[config.mk]
export PLATFORM = sky130hd
export DESIGN_NAME = dec_n_scan
export DESIGN_NICKNAME = d
export VERILOG_FILES = /design/src/rtl/dec_pkg.sv /design/src/rtl/dec_scan_ctr.sv /design/src/rtl/dec_n_scan.sv
export SDC_FILE = /design/constraint.sdc
export NUM_CORES = 1
export LEC_CHECK = 0
export ABC_AREA = 1
export BUFFER_PORTS_ARGS = -buffer_cell sky130_fd_sc_hd__buf_2
export CAP_MARGIN = 20
export CORE_MARGIN = 2
export CORE_UTILIZATION = 40
export DETAILED_ROUTE_END_ITERATION = 6
export GPL_TIMING_DRIVEN = 0
export RECOVER_POWER = 100
export SLEW_MARGIN = 0
export SYNTH_ARGS = -nofsm -noshare
export SYNTH_HDL_FRONTEND = slang
export SYNTH_HIERARCHICAL = 1
export SYNTH_SLANG_ARGS = --single-unit
[constraint.sdc]
create_clock -name clk -period 1.5 [get_ports clk]
set_input_delay 0.3 -clock clk [delete_from_list [all_inputs] [get_ports clk]]
set_output_delay 0.3 -clock clk [all_outputs]
set_load 0.03 [all_outputs]
[src/rtl/dec_pkg.sv]
// Shared definitions for the N:2^N decoder / one-hot scanner.
//
// Contents:
//   MODE_DIRECT, MODE_UP, MODE_DOWN, MODE_THERM : 2-bit mode encodings
//   onehot_bit(idx, sel) : 1 when output bit idx should be lit for a one-hot of sel
//   therm_bit(idx, sel)  : 1 when output bit idx should be lit for a thermometer of sel
//   pre_width(div)       : prescaler width for a given divide ratio (min 1 bit)
package dec_pkg;

  localparam logic [1:0] MODE_DIRECT = 2'b00;
  localparam logic [1:0] MODE_UP     = 2'b01;
  localparam logic [1:0] MODE_DOWN   = 2'b10;
  localparam logic [1:0] MODE_THERM  = 2'b11;

  // The helpers work per output bit so they stay independent of the
  // decoder width; the caller loops over its own output vector.
  function automatic logic onehot_bit(input int unsigned idx, input int unsigned sel);
    return (idx == sel);
  endfunction

  function automatic logic therm_bit(input int unsigned idx, input int unsigned sel);
    return (idx <= sel);
  endfunction

  // A divide ratio of 1 still needs a 1-bit register so the port list and
  // comparisons stay legal; that bit simply never leaves zero.
  function automatic int unsigned pre_width(input int unsigned div);
    return (div > 1) ? $clog2(div) : 1;
  endfunction

endpackage

[src/rtl/dec_scan_ctr.sv]
// Scan pointer with prescaler and wrap flag.
//
// Ports:
//   clk   in       clock, rising edge
//   rst   in       synchronous active-high reset
//   en    in       enable; low freezes pointer and prescaler
//   mode  in  2    scan direction comes from MODE_UP / MODE_DOWN
//   a     in  N    load value for the pointer
//   ld    in       load pulse: ptr <= a, prescaler cleared (works even with en low)
//   ptr   out N    current scan pointer (registered)
//   wrap  out      one-cycle pulse after the pointer wraps around
module dec_scan_ctr
  import dec_pkg::*;
#(
  parameter int N   = 2,
  parameter int DIV = 4
) (
  input  logic         clk,
  input  logic         rst,
  input  logic         en,
  input  logic [1:0]   mode,
  input  logic [N-1:0] a,
  input  logic         ld,
  output logic [N-1:0] ptr,
  output logic         wrap
);

  localparam int unsigned PW = pre_width(DIV);
  localparam logic [PW-1:0] PRE_MAX = PW'(DIV - 1);

  logic [PW-1:0] pre_q, pre_d;
  logic [N-1:0]  ptr_q, ptr_d;
  logic          wrap_q, wrap_d;
  logic          scan_mode;
  logic          pre_last;

  // Next-state for prescaler, pointer and wrap. A load takes priority over
  // any step that would have happened on the same edge, and never flags a
  // wrap. Outside the scan modes everything holds, so the prescaler phase
  // survives a detour through direct/thermometer mode.
  always_comb begin
    scan_mode = (mode == MODE_UP) || (mode == MODE_DOWN);
    pre_last  = (pre_q == PRE_MAX);
    pre_d     = pre_q;
    ptr_d     = ptr_q;
    wrap_d    = 1'b0;
    if (ld) begin
      ptr_d = a;
      pre_d = '0;
    end else if (en && scan_mode) begin
      if (pre_last) begin
        pre_d = '0;
        if (mode == MODE_UP) begin
          ptr_d  = ptr_q + 1'b1;
          wrap_d = (ptr_q == {N{1'b1}});
        end else begin
          ptr_d  = ptr_q - 1'b1;
          wrap_d = (ptr_q == '0);
        end
      end else begin
        pre_d = pre_q + 1'b1;
      end
    end
  end

  // State registers with synchronous reset.
  always_ff @(posedge clk) begin
    if (rst) begin
      pre_q  <= '0;
      ptr_q  <= '0;
      wrap_q <= 1'b0;
    end else begin
      pre_q  <= pre_d;
      ptr_q  <= ptr_d;
      wrap_q <= wrap_d;
    end
  end

  assign ptr  = ptr_q;
  assign wrap = wrap_q;

endmodule

[src/rtl/dec_n_scan.sv]
// Registered N:2^N decoder with enable and a built-in one-hot scanner.
//
// Ports:
//   clk   in         clock, rising edge
//   rst   in         synchronous active-high reset
//   en    in         enable; low forces d to zero next cycle
//   mode  in  2      00 direct, 01 scan up, 10 scan down, 11 thermometer
//   a     in  N      address (direct/thermometer) or pointer load value
//   ld    in         load pulse for the scan pointer
//   d     out 2**N   registered decoded output
//   ptr   out N      current scan pointer
//   wrap  out        one-cycle pulse when the scan pointer wraps
module dec_n_scan
  import dec_pkg::*;
#(
  parameter int N   = 2,
  parameter int DIV = 4
) (
  input  logic              clk,
  input  logic              rst,
  input  logic              en,
  input  logic [1:0]        mode,
  input  logic [N-1:0]      a,
  input  logic              ld,
  output logic [(1<<N)-1:0] d,
  output logic [N-1:0]      ptr,
  output logic              wrap
);

  localparam int OUT = 1 << N;

  logic [OUT-1:0] d_q, d_d;
  logic [N-1:0]   ptr_cur;

  dec_scan_ctr #(
    .N   (N),
    .DIV (DIV)
  ) u_ctr (
    .clk  (clk),
    .rst  (rst),
    .en   (en),
    .mode (mode),
    .a    (a),
    .ld   (ld),
    .ptr  (ptr_cur),
    .wrap (wrap)
  );

  // Decode mux. Scan modes light the pointer value as it stands before this
  // edge, so the displayed position lags the pointer update by design.
  always_comb begin
    d_d = '0;
    if (en) begin
      for (int i = 0; i < OUT; i++) begin
        case (mode)
          MODE_DIRECT: d_d[i] = onehot_bit(i, 32'(a));
          MODE_THERM:  d_d[i] = therm_bit(i, 32'(a));
          default:     d_d[i] = onehot_bit(i, 32'(ptr_cur));
        endcase
      end
    end
  end

  // Output register keeps the selects glitch-free.
  always_ff @(posedge clk) begin
    if (rst) begin
      d_q <= '0;
    end else begin
      d_q <= d_d;
    end
  end

  assign d   = d_q;
  assign ptr = ptr_cur;

endmodule

==> impl_metrics.json <==
{
  "port_buffers": 14,
  "most-common-layout-cells": "sky130_fd_sc_hd__inv_1, sky130_fd_sc_hd__nand2_1, sky130_fd_sc_hd__nand3_1, sky130_fd_sc_hd__dfxtp_1, sky130_fd_sc_hd__clkbuf_1",
  "critical-path-slowest-cell": "sky130_fd_sc_hd__dfxtp_1",
  "timing.critical_path.fanout_max": 8,
  "initial_core_util": 0.423,
  "top_area_cell_type_share_of_the_netlist_area": 0.332,
  "placementRows": 13,
  "first_global_vias": 374,
  "synthesis.nets": 87,
  "holdCritPathClass": "in2reg",
  "die_area_mm2": 0.00167,
  "drive_gt1_frac": 0.215,
  "clk_latency_ps": 260,
  "crit_path_cell_trace": "clkbuf_2",
  "clkSinkCount": 9,
  "grt_start_max_net_pins": 9,
  "mappedNetlistArea_um2": 543,
  "register_bit_count_reported_by_yosys": 9,
  "fillers": 144,
  "drt_total_wl_um": 993,
  "cts.hold.buffers_added": 0,
  "final_hold_violation_count": 0,
  "cell_leakage_power_nw": 0.307,
  "path_class": "reg2out",
  "worst-endpoint-arrival_ps": 1020,
  "clock.fmax_ghz": 0.759,
  "finalSetupTns_ps": 0,
  "floorplan_core_area_mm2": 0.00128,
  "setup_ws_ps": 182,
  "chipWidth_um": 40.8,
  "io-pin-count": 15,
  "cts-buffers-inserted": 3,
  "setup_viol": 0,
  "tritoncts": "built",
  "cts-root-to-sink-buffers": 2,
  "multi_input_comb_area_um2": 290,
  "yosysWarningCount": 6,
  "grt.total_usage": 0.147,
  "setup.worst_path.start_class": "flop",
  "critical_path.endpoint_type": "output port",
  "gpl.final_weighted_congestion": 0.727,
  "syn-mean-instance-area_um2": 7.24,
  "syn2layout_area_growth_pct": 17.5,
  "post_route_total_power_uw": 548,
  "cpLargestDelayFamily": "flip-flops",
  "detail_route.iter0.violations": 9,
  "slew_viol_final": 0,
  "status": "finished clean",
  "tightest_slew_ps": 362,
  "yosys.area.top_type": "sky130_fd_sc_hd__dfxtp_1",
  "post-route-period-util": 0.879,
  "avgRoutedWirePerCell_um": 9.19,
  "irDropWorstVdd_mv": 0.537,
  "ys_top_cells_by_area": "sky130_fd_sc_hd__dfxtp_1, sky130_fd_sc_hd__ha_1, sky130_fd_sc_hd__inv_1",
  "drtPass1Iterations": 4,
  "total_nets_final": 106,
  "final_ant_viol_nets": 0,
  "ctsRootBufferMaster": "sky130_fd_sc_hd__clkbuf_4",
  "finClkSkew_ps": 0.102,
  "cts.repair_timing.setup_buffer_count": 0,
  "grt_overflow": 0,
  "cts-resized-gates": 0,
  "num_antenna_cells": 0,
  "grt_setup_unrepaired": "no",
  "grt_antenna_before_repair": 0,
  "required_ps": 1200,
  "worst_stage_delay_on_the_critical_path_ps": 490,
  "cts_max_level": 1,
  "final-seq-area_um2": 180,
  "timing.final.crit_period_ps": 1320,
  "grt_first_pass_wirelength_um": 1520,
  "max_slew_margin": 0.760,
  "vias": 511,
  "syn-instance-count": 75,
  "routed_via_density": 4.73,
  "post_synth_num_cell_types": 19,
  "worstPathBufferInverterCount": 1,
  "die_y_um": 40.8,
  "layout_commonest_cell": "sky130_fd_sc_hd__inv_1",
  "drc": 0,
  "sequential_share_of_the_synthesized_area": 0.332,
  "count_of_maximum_capacitance_violations": 0,
  "clkSlewWorstSetupHoldPaths_ps": 60,
  "dp_slack_ps": 199,
  "dp_hpwl_um": 782,
  "p_per_area_mw_per_mm2": 859
}
==> worst register-to-register path, delay by kind of cell (launching register included) <==
| kind | cells | cell delay [ps] |
|---|---|---|
| AND/OR/NAND/NOR | 3 | 400 |
| flip-flops | 1 | 350 |
| adder cells (fa/ha/maj) | 1 | 190 |
| AO/OA/AOI/OAI | 1 | 130 |
==> cell families (layout without fill, tap and decap cells) <==
family	count (synthesis)	after routing	share of synthesized area
AOI/OAI and AO/OA	13	13	0.152
adders and majority gates	4	4	0.0922
buffers and inverters	16	34	0.111
DFF	9	9	0.332
and+or+nand+nor	33	33	0.313
==> worst paths after layout <==
check                       from  slack (ps)        endpoint  cells past startpoint
setup / recovery    u_ctr/ptr[0]         180          ptr[0]                      1
hold / removal               rst         240    u_ctr/ptr[1]                      2
setup reg to reg  u_ctr/pre_q[0]         380    u_ctr/ptr[1]                      5
hold reg to reg   u_ctr/pre_q[1]         520  u_ctr/pre_q[1]                      2
==> cells in the mapped netlist <==
library cell,instances
sky130_fd_sc_hd__inv_1,13
sky130_fd_sc_hd__nand2_1,12
sky130_fd_sc_hd__dfxtp_1,9
sky130_fd_sc_hd__nand3_1,8
sky130_fd_sc_hd__a21oi_1,6
sky130_fd_sc_hd__nor2_1,5
sky130_fd_sc_hd__ha_1,4
sky130_fd_sc_hd__inv_2,3
sky130_fd_sc_hd__o21ai_0,3
sky130_fd_sc_hd__nand2_2,2
sky130_fd_sc_hd__nand3_2,2
sky130_fd_sc_hd__a211oi_2,1
sky130_fd_sc_hd__a21oi_2,1
sky130_fd_sc_hd__a31oi_1,1
sky130_fd_sc_hd__nand2_4,1
sky130_fd_sc_hd__nor2_2,1
sky130_fd_sc_hd__nor2_4,1
sky130_fd_sc_hd__nor3_1,1
sky130_fd_sc_hd__o211a_1,1
==> cell type report <==
class | instances | share of cell area
flip-flops and latches | 9 | 0.282
inverters | 16 | 0.0941
clock buffers | 4 | 0.0412
multi-input cells | 50 | 0.455
well taps | 15 | 0.0294
repair buffers | 14 | 0.0980
==> through the flow <==
stage | util | cells | cell area, um^2 | hold slack (ps)
detailed placement | 0.492 | 104 | 632 | 514
CTS | 0.512 | 108 | 658 | 234
global placement | 0.492 | 104 | 632 | 512
floorplan | - | 75 | 543 | 362
finish | 0.497 | 108 | 638 | 240
global route | 0.497 | 108 | 638 | 235
==> state kept, by name, summed over array words and instances (netlist names) <==
signal	count
d	4
u_ctr/pre_q	2
u_ctr/ptr	2
u_ctr/wrap	1
==> power breakdown <==
part	internal (mW)	switching [mW]	leakage (nW)	total [mW]
logic	0.0368	0.0673	0.219	0.104
clock network	0.103	0.0846	0.0150	0.187
registers	0.248	0.00901	0.0733	0.257
==> layer usage <==
layer | global-route usage | vias to the layer above | share of wire
met3 | 0.0978 | 2 | 0.060
met4 | 0.0250 | 0 | 0.0040
met2 | 0.238 | 12 | 0.51
met1 | 0.160 | 220 | 0.42
li1 | - | 277 | -
met5 | 0 | - | 0
No activity file was read; power rests on OpenSTA's default activity.
